File: src/rtl/spi_master.sv
// SPI mode-0 master, 8-bit frames, MSB first by default.
// Define SPI_MASTER_LSB_FIRST_EN to shift bit 0 first on both mosi and miso.
`timescale 1ns/1ps
module spi_master #(
    parameter int CLK_DIV = 4
) (
    input  logic       clk,
    input  logic       rst_n,
    input  logic       start,
    input  logic [7:0] tx_data,
    output logic [7:0] rx_data,
    output logic       busy,
    output logic       done,
    output logic       sclk,
    output logic       ss_n,
    output logic       mosi,
    input  logic       miso
);

    localparam int CW = $clog2(CLK_DIV) + 1;
    localparam logic [CW-1:0] DIV_LAST = CW'(CLK_DIV - 1);

    typedef enum logic [2:0] {IDLE, SETUP, TRANSFER, HOLD, DONE} state_t;

    state_t        state;
    logic [CW-1:0] half_cnt;
    logic [3:0]    bit_cnt;
    logic [7:0]    tx_sr;
    logic [7:0]    rx_sr;
    logic          half_end;

    assign half_end = (half_cnt == DIV_LAST);

`ifdef SPI_MASTER_LSB_FIRST_EN
    function automatic logic first_bit(input logic [7:0] d);
        return d[0];
    endfunction

    function automatic logic [7:0] shift_tx(input logic [7:0] d);
        return {1'b0, d[7:1]};
    endfunction

    function automatic logic [7:0] shift_rx(input logic [7:0] sr, input logic b);
        return {b, sr[7:1]};
    endfunction
`else
    function automatic logic first_bit(input logic [7:0] d);
        return d[7];
    endfunction

    function automatic logic [7:0] shift_tx(input logic [7:0] d);
        return {d[6:0], 1'b0};
    endfunction

    function automatic logic [7:0] shift_rx(input logic [7:0] sr, input logic b);
        return {sr[6:0], b};
    endfunction
`endif

    always_ff @(posedge clk or negedge rst_n) begin
        if (!rst_n) begin
            state    <= IDLE;
            half_cnt <= '0;
            bit_cnt  <= '0;
            tx_sr    <= '0;
            rx_sr    <= '0;
            rx_data  <= '0;
            busy     <= 1'b0;
            done     <= 1'b0;
            sclk     <= 1'b0;
            ss_n     <= 1'b1;
            mosi     <= 1'b0;
        end else begin
            done <= 1'b0;
            case (state)
                IDLE: begin
                    if (start) begin
                        tx_sr    <= shift_tx(tx_data);
                        mosi     <= first_bit(tx_data);
                        ss_n     <= 1'b0;
                        busy     <= 1'b1;
                        half_cnt <= '0;
                        bit_cnt  <= '0;
                        rx_sr    <= '0;
                        state    <= SETUP;
                    end
                end
                // The edge that ends SETUP is also the first sclk rise.
                SETUP: begin
                    if (half_end) begin
                        half_cnt <= '0;
                        sclk     <= 1'b1;
                        rx_sr    <= shift_rx(rx_sr, miso);
                        state    <= TRANSFER;
                    end else begin
                        half_cnt <= half_cnt + CW'(1);
                    end
                end
                TRANSFER: begin
                    if (half_end) begin
                        half_cnt <= '0;
                        if (!sclk) begin
                            sclk  <= 1'b1;
                            rx_sr <= shift_rx(rx_sr, miso);
                        end else begin
                            sclk    <= 1'b0;
                            bit_cnt <= bit_cnt + 4'd1;
                            if (bit_cnt == 4'd7) begin
                                mosi  <= 1'b0;
                                state <= HOLD;
                            end else begin
                                mosi  <= first_bit(tx_sr);
                                tx_sr <= shift_tx(tx_sr);
                            end
                        end
                    end else begin
                        half_cnt <= half_cnt + CW'(1);
                    end
                end
                HOLD: begin
                    if (half_end) begin
                        half_cnt <= '0;
                        ss_n     <= 1'b1;
                        busy     <= 1'b0;
                        done     <= 1'b1;
                        rx_data  <= rx_sr;
                        state    <= DONE;
                    end else begin
                        half_cnt <= half_cnt + CW'(1);
                    end
                end
                DONE: begin
                    state <= IDLE;
                end
                default: begin
                    state <= IDLE;
                end
            endcase
        end
    end

endmodule

File: config.mk
export PLATFORM = sky130hd
export DESIGN_NAME = spi_master
export DESIGN_NICKNAME = d
export VERILOG_FILES = /design/src/rtl/spi_master.sv
export SDC_FILE = /design/constraint.sdc
export NUM_CORES = 1
export LEC_CHECK = 0
export CAP_MARGIN = 30
export CORE_UTILIZATION = 58
export DETAILED_ROUTE_END_ITERATION = 7
export PLACE_DENSITY = 0.84
export SYNTH_ARGS = -nofsm -noshare
export SYNTH_HDL_FRONTEND = slang
export SYNTH_SLANG_ARGS = --single-unit
File: constraint.sdc
create_clock -name clk -period 3.5 [get_ports clk]
set_clock_uncertainty 0.15 [all_clocks]
set_input_delay 0.7 -clock clk [delete_from_list [all_inputs] [get_ports clk]]
set_output_delay 0.7 -clock clk [all_outputs]
set_load 0.01 [all_outputs]
# Word-level counts from Yosys, hierarchy flattened
# Index checks and enable logic that the tools add are counted.
dict set report totals {
  reg_bits 39
  wordCells 81
}
dict set report op_classes {
  n_reduce_logical 15
  mux 40
  addsub 2
  eq_ne 13
}
# op n
set op_table {}
lappend op_table {{two-way mux 8 bit} 8}
lappend op_table {{two-way mux 3 bit} 8}
lappend op_table {{case mux 8 bit (3 select lines)} 1}
lappend op_table {{!= test 2 bit, second input constant} 8}
lappend op_table {{case mux 8 bit (2 select lines)} 1}
lappend op_table {{two-way mux 1 bit} 12}
lappend op_table {{two-way mux 4 bit} 3}
lappend op_table {{case mux 3 bit (4 select lines)} 1}
lappend op_table {{AND reduction 5 bit} 2}
lappend op_table {{equality test 3 x 2 -> 1 bit, second input constant} 3}
lappend op_table {{case mux 1 bit (2 select lines)} 4}
lappend op_table {{case mux 4 bit (2 select lines)} 1}
lappend op_table {{nonzero test 2 bit} 4}
lappend op_table {{case mux 3 bit (2 select lines)} 1}
lappend op_table {{AND reduction 3 bit} 2}
lappend op_table {{AND reduction 6 bit} 1}
lappend op_table {{adder 4 x 1 -> 4 bit, second input constant} 1}
lappend op_table {{equality test 4 x 3 -> 1 bit, second input constant} 1}
lappend op_table {{AND reduction 2 bit} 2}
lappend op_table {{AND reduction 4 bit} 1}
lappend op_table {{adder 3 x 1 -> 3 bit, second input constant} 1}
lappend op_table {{equality test 3 x 1 -> 1 bit, second input constant} 1}
lappend op_table {{logical NOT 3 bit} 1}
lappend op_table {{nonzero test 3 bit} 1}
lappend op_table {{OR reduction 3 bit} 1}

# Longest topological paths before layout
# Gate-level depths: netlist (run 1).
dict set report logic_depth {
  word_depth 5
  mapped_depth 5
  mapped_depth_nobuf 5
}

# Worst setup path after synthesis (run 1)
# No wires, ideal clock.
dict set report synth_timing {
  path_type {input port to flip-flop}
  startpoint {input port start}
  endpoint {register tx_sr[2]}
  stages 4
  t_arrival_ps 1572
  n_path_buf 0
  slack_ps 1654
  setup_time_ps 125
  t_required_ps 3225
  path_cell_list {and2b_4 o21ai_4 o21bai_4 mux2_2}
}
dict set report synth_between {
  elab_chain_cells 2
}
# element line
set synth_rtl {}
lappend synth_rtl {{start, declared} 9} ;# input logic start,
lappend synth_rtl {{!= test 2 bit (no source line)} -}
lappend synth_rtl {{AND reduction 5 bit (no source line)} -}
lappend synth_rtl {{end signal, assigned} 78} ;# tx_sr <= shift_tx(tx_data);
lappend synth_rtl {{end signal, assigned} 113} ;# tx_sr <= shift_tx(tx_sr);
lappend synth_rtl {{end, declared} 28} ;# logic [7:0] tx_sr;
# Every way passes these cells.
# A chain may end at the register's enable or synchronous reset.

# Final worst setup path (run 1)
dict set report layout_timing {
  startpoint {register sclk}
  endpoint {output port sclk}
}
# element line
set layout_rtl {}
lappend layout_rtl {{start, declared} 14} ;# output logic sclk,
lappend layout_rtl {{start signal, assigned} 70} ;# sclk <= 1'b0;
lappend layout_rtl {{start signal, assigned} 92} ;# sclk <= 1'b1;
lappend layout_rtl {{start signal, assigned} 103} ;# sclk <= 1'b1;
# No word-level cell between the ends.

==> impl_metrics.csv, run 1 <==
group,metric,value,unit
final_layout,fin_area,2110,sq um
setup_path,crit_type,"flop to output pin",
floorplan,start_util,62.9,%
setup_path,critical_path.startpoint_type,"flop",
logic_synthesis,synth_edf_count,0,
timing,setup-tns-final,0,ps
timing,relSlewSlack,45.3,%
logic_synthesis,yosysUniqueCellTypes,39,
final_layout,antennaDiodeCount,0,
hold_path,hp-class,"input port to asynchronous set/reset pin",
grt,grt_use_total,21.6,%
clock_tree,clockRootBuffer,"clkbuf_4",
setup_path,required,2650,ps
setup_path,cp_num_cells,1,
detailed_routing,drt_wl_total,3.04,mm
power_and_ir_drop,power.leakage,0.000918,uW
power_and_ir_drop,ir_worst_vdd,0.000420,V
place,portBuffers,24,
logic_synthesis,synth-main-ff-cell,"dfrtp_1",
final_layout,area_growth,17.6,%
final_layout,drive_gt1_share,26.7,%
timing,fin_crit_sh,66.1,%
timing,tightest_slew,820,ps
clock_tree,path_clk_slew,110,ps
setup_path,cp.buffers_inverters,1,
power_and_ir_drop,cellPowerDensity,754,nW/um^2
floorplan,die_w,57.6,um
logic_synthesis,netlist_instances,138,
run,maxCapViolCount,0,
setup_path,crit_family,"buffers and inverters",
timing,min_period,2310,ps
logic_synthesis,syn_area_per_cell,13.0,sq um
clock_tree,ctsHtreeMaxLevel,2,
logic_synthesis,ys_warn_count,0,
detailed_routing,wl_per_cell,15.5,um
place,routabilityCongestion,0.802,
setup_path,crit_fanout,9,
clock_tree,clock-sinks,38,
logic_synthesis,syn_area,1790,sq um
timing,maxSlewViolCount,0,
timing,finalHoldViolCount,0,
floorplan,core_area,2850,sq um
clock_tree,numCtsBuffers,5,
setup_path,critPathMaxStageDelay,600,ps
clock_tree,clk_latency,340,ps
place,place_area,2020,sq um
setup_path,rr_worst_depth,3,
clock_tree,cts_resized,0,
detailed_routing,route.detailed.drc,2,
grt,antenna_found_initial,0,
logic_synthesis,synth.ff_latch_count,38,
floorplan,rows,19,
timing,whs,289,ps
detailed_routing,viasPerCell,6.11,
timing,setup_viol,0,
logic_synthesis,synth-seq-area-share,53.1,%
grt,grt_max_degree,39,
final_layout,postLayoutCoreUtil,73.9,%
status,violations,"design-rule violations",
setup_path,regToRegSetupSlack,1490,ps
floorplan,die_area,3320,sq um
detailed_routing,num_vias,1197,
setup_path,crit_chain,"clkdlybuf4s50_1",
grt,grt-ovfl-total,0,
setup_path,critPathSlowestCell,"clkdlybuf4s50_1",
final_layout,design.final.nets,178,
timing,rsz0062_at_grt,"no",
clock_tree,cts.hold.buffers_added,0,
final_layout,layout_commonest_cell,"dfrtp_1",
status,status,"finished with violations",
place,hpwl,2.19,mm
detailed_routing,drt-pass1-iter-count,6,
setup_path,rr_endpoint,"tx_sr[2]",
setup_path,rr_startpoint,"state[2]",
grt,grt_pass1_vias,1175,
clock_tree,cts_max_path_buffers,2,
power_and_ir_drop,p_total,1590,uW
timing,fmax,0.432,GHz
clock_tree,tritoncts,"done",
detailed_routing,drt_iter0_markers,76,
floorplan,ios,25,
logic_synthesis,synth_nets,152,
clock_tree,postCtsSetupBuffers,0,
setup_path,arrival,1460,ps
final_layout,layout_common_cells,"dfrtp_1, mux2_2, clkdlybuf4s50_1, a22o_1, nor2_1",
logic_synthesis,async_flop_share,100,%
setup_path,crit_path_end_kind,"output pin",
detailed_routing,postRouteAntennaNets,0,
grt,grt_pass1_wl,5.37,mm
floorplan,die_y,57.6,um
[cell type report]
| type | count | area (sq um) |
|---|---|---|
| clock buffer | 7 | 55.1 |
| clock inverter | 1 | 30.0 |
| fill | 212 | 744 |
| inverter | 1 | 3.75 |
| multi-input combinational | 93 | 786 |
| sequential | 38 | 952 |
| tap | 31 | 38.8 |
| timing repair buffer | 25 | 243 |
[flip-flops by register name (all words and copies together) (netlist names)]
name      count
bit_cnt       4
busy          1
done          1
half_cnt      3
mosi          1
rx_data       8
rx_sr         8
sclk          1
ss_n          1
state         3
tx_sr         7
[per-layer routing]
layer | share of wire [%] | GRT usage [%]
met5 | 0 | 0
met2 | 48 | 32.4
met1 | 47 | 30.6
met3 | 3.2 | 4.99
met4 | 2.0 | 8.71
[stage by stage]
| stage | instances | setup slack (ps) |
|---|---|---|
| after floorplan | 138 | 1650 |
| after CTS | 196 | 1190 |
| after detailed placement | 188 | 964 |
| after global routing | 196 | 1130 |
| after global placement | 188 | 1020 |
| final | 196 | 1190 |
[synth_stat cells, types with 2 or more instances]
cell        n  area share (%)
a21oi_1     7             2.0
a22o_1      9             4.4
buf_2       2            0.56
buf_6       3             1.9
dfrtp_1    37              52
ha_1        2             1.4
mux2_2     23              14
mux2i_1     2             1.1
nand2_1     7             1.5
nand3_1     2            0.56
nand3b_1    2            0.84
nor2_1      8             1.7
nor3_1      3            0.84
nor3b_1     3             1.3
o21a_1      2            0.84
o21ai_0     2            0.56
o2bb2ai_1   2            0.98
[cell families after synthesis]
family	share of synthesized area (%)
compound gates	13.2
flops	53.1
xor+xnor	0.977
simple gates	12.7
mux	15.6
fa+ha+maj	1.40
buf+inv	3.07
[report_power, final]
part / switching [uW] / internal, uW / total [uW]
logic: 246 / 323 / 570
clock network: 142 / 171 / 313
registers: 141 / 566 / 707
[worst max path at each step]
stage	startpoint	end	slack [ps]
2_1_floorplan	start	tx_sr[2]	1650
3_3_place_gp	start	tx_sr[2]	1020
3_5_place_dp	start	tx_sr[2]	960
4_1_cts	sclk	sclk	1190
5_1_grt	sclk	sclk	1130
6_report	sclk	sclk	1190
(Power assumes the default switching activity.)
==> run 2, diff against run 1 <==
CORE_UTILIZATION = 53   (was 58)
PLACE_DENSITY = 0.78   (was 0.84)
clock period = 2.3 ns   (was 3.5 ns; I/O delays follow)
==> run 2 against run 1 <==
  * The flow now finishes without violations
  * Die area grew 9.1%
  * Sequential power grew 47%
  * Global-route usage shrank 0.97 points
  * Largest cell class unchanged
==> impl_metrics.csv, run 2 (synthesis results as in run 1) <==
group,metric,value,unit
status,status,"finished, final reports clean",
grt,grt_pass1_vias,1200,
clock_tree,numCtsBuffers,5,
grt,busiest_layer,"met2",
place,portBuffers,24,
setup_path,crit_chain,"clkdlybuf4s50_1",
floorplan,rows,20,
place,dp_worst_setup_slack,229,ps
clock_tree,cts_max_path_buffers,2,
clock_tree,ctsHtreeMaxLevel,2,
floorplan,die_area,3620,sq um
final_layout,layout_common_cells,"dfrtp_1, clkdlybuf4s50_1, mux2_2, a22o_1, nor2_1",
final_layout,fin_cells,215,
clock_tree,tritoncts,"done",
clock_tree,clockRootBuffer,"clkbuf_4",
detailed_routing,drt_iter0_markers,54,
timing,fmax,0.481,GHz
grt,grtUsageMet2,30.6,%
setup_path,required,1690,ps
setup_path,crit_path_end_kind,"output pin",
setup_path,crit_type,"flop to output pin",
clock_tree,cts_resized,0,
detailed_routing,drt_wl_total,3.08,mm
clock_tree,path_clk_slew,110,ps
hold_path,hp-class,"flop to flop",
grt,grt_pass1_wl,5.37,mm
detailed_routing,wl_per_cell,14.3,um
final_layout,reg_top3,"rx_data (8), rx_sr (8), tx_sr (7)",
setup_path,crit_start,"sclk",
timing,setup-tns-final,0,ps
setup_path,critPathMaxStageDelay,590,ps
timing,min_period,2080,ps
detailed_routing,route.detailed.drc,0,
final_layout,area_growth,19.8,%
clock_tree,clock-sinks,38,
timing,tightest_slew,467,ps
floorplan,core_area,3130,sq um
setup_path,rr_startpoint,"half_cnt[0]",
timing,finalHoldViolCount,0,
setup_path,regToRegSetupSlack,360,ps
clock_tree,postCtsSetupBuffers,0,
grt,antenna_found_initial,0,
setup_path,critical_path.startpoint_type,"flop",
place,routabilityCongestion,0.787,
timing,rsz0062_at_grt,"no",
grt,grt_use_total,20.7,%
floorplan,start_util,57.3,%
power_and_ir_drop,ir_worst_vdd,0.000493,V
grt,grt_util_met3,7.14,%
grt,grt_max_degree,39,
detailed_routing,drt-pass1-iter-count,4,
place,place_inst,207,
final_layout,multi_input_area,786,sq um
clock_tree,clk_latency,340,ps
grt,met1_usage,27.3,%
timing,fin_crit_sh,90.3,%
detailed_routing,num_vias,1182,
detailed_routing,postRouteAntennaNets,0,
floorplan,die_y,60.2,um
final_layout,antennaDiodeCount,0,
clock_tree,cts.hold.buffers_added,0,
hold_path,hold_start,"tx_sr[2]",
run,maxCapViolCount,0,
setup_path,arrival,1470,ps
timing,setup_viol,0,
timing,relSlewSlack,68.8,%
final_layout,seqCellArea,952,sq um
final_layout,design.final.nets,184,
power_and_ir_drop,power.leakage,0.000935,uW
setup_path,crit_family,"buffers and inverters",
timing,maxSlewViolCount,0,
floorplan,die_w,60.2,um
timing,postLayoutSetupSlackWorst,222,ps
setup_path,cp.buffers_inverters,1,
final_layout,layout_commonest_cell,"dfrtp_1",
setup_path,crit_fanout,9,
detailed_routing,viasPerCell,5.50,
final_layout,drive_gt1_share,28.1,%
floorplan,ios,25,
setup_path,critPathSlowestCell,"clkdlybuf4s50_1",
grt,grt-ovfl-total,0,
power_and_ir_drop,cellPowerDensity,1080,nW/um^2
place,hpwl,2.18,mm
final_layout,fillCellCount,240,
run 2: area by class of cell:
cell class                      instances  share of cell area (%)
Clock buffer                            8                    2.74
Inverter                                1                   0.175
Multi-Input combinational cell         93                    36.6
Sequential cell                        38                    44.3
Tap cell                               44                    2.56
Timing Repair Buffer                   31                    13.6
run 2: worst paths after layout:
path,depth (start not counted),end
min in group asynchronous,2,bit_cnt[2]
worst max-delay path,1,sclk
worst min register to register,1,tx_sr[2]
worst max register to register,5,rx_data[5]
worst min-delay path,1,tx_sr[2]
max in group asynchronous,2,ss_n
run 2: routing by layer:
layer,vias up,routed length [um]
met5,-,0
met3,5,140
met1,592,1460
met4,0,46
li1,565,-
met2,20,1440
run 2: stage by stage:
stage	power, uW	hold WS [ps]	utilization (%)	area, sq um
after detailed placement	1990	336	66.8	2090
after global placement	1940	333	66.8	2090
after CTS	2350	368	68.7	2150
after floorplan	1720	14.4	-	1790
after global routing	2490	384	68.7	2150
final	2320	362	68.7	2150
run 2: where the power goes:
group	internal [uW]	leakage, uW	switching [uW]	total [uW]
sequential	862	0.000499	176	1040
clock	151	0.0000326	204	355
combinational	519	0.000403	410	928
total	1530	0.000935	789	2320
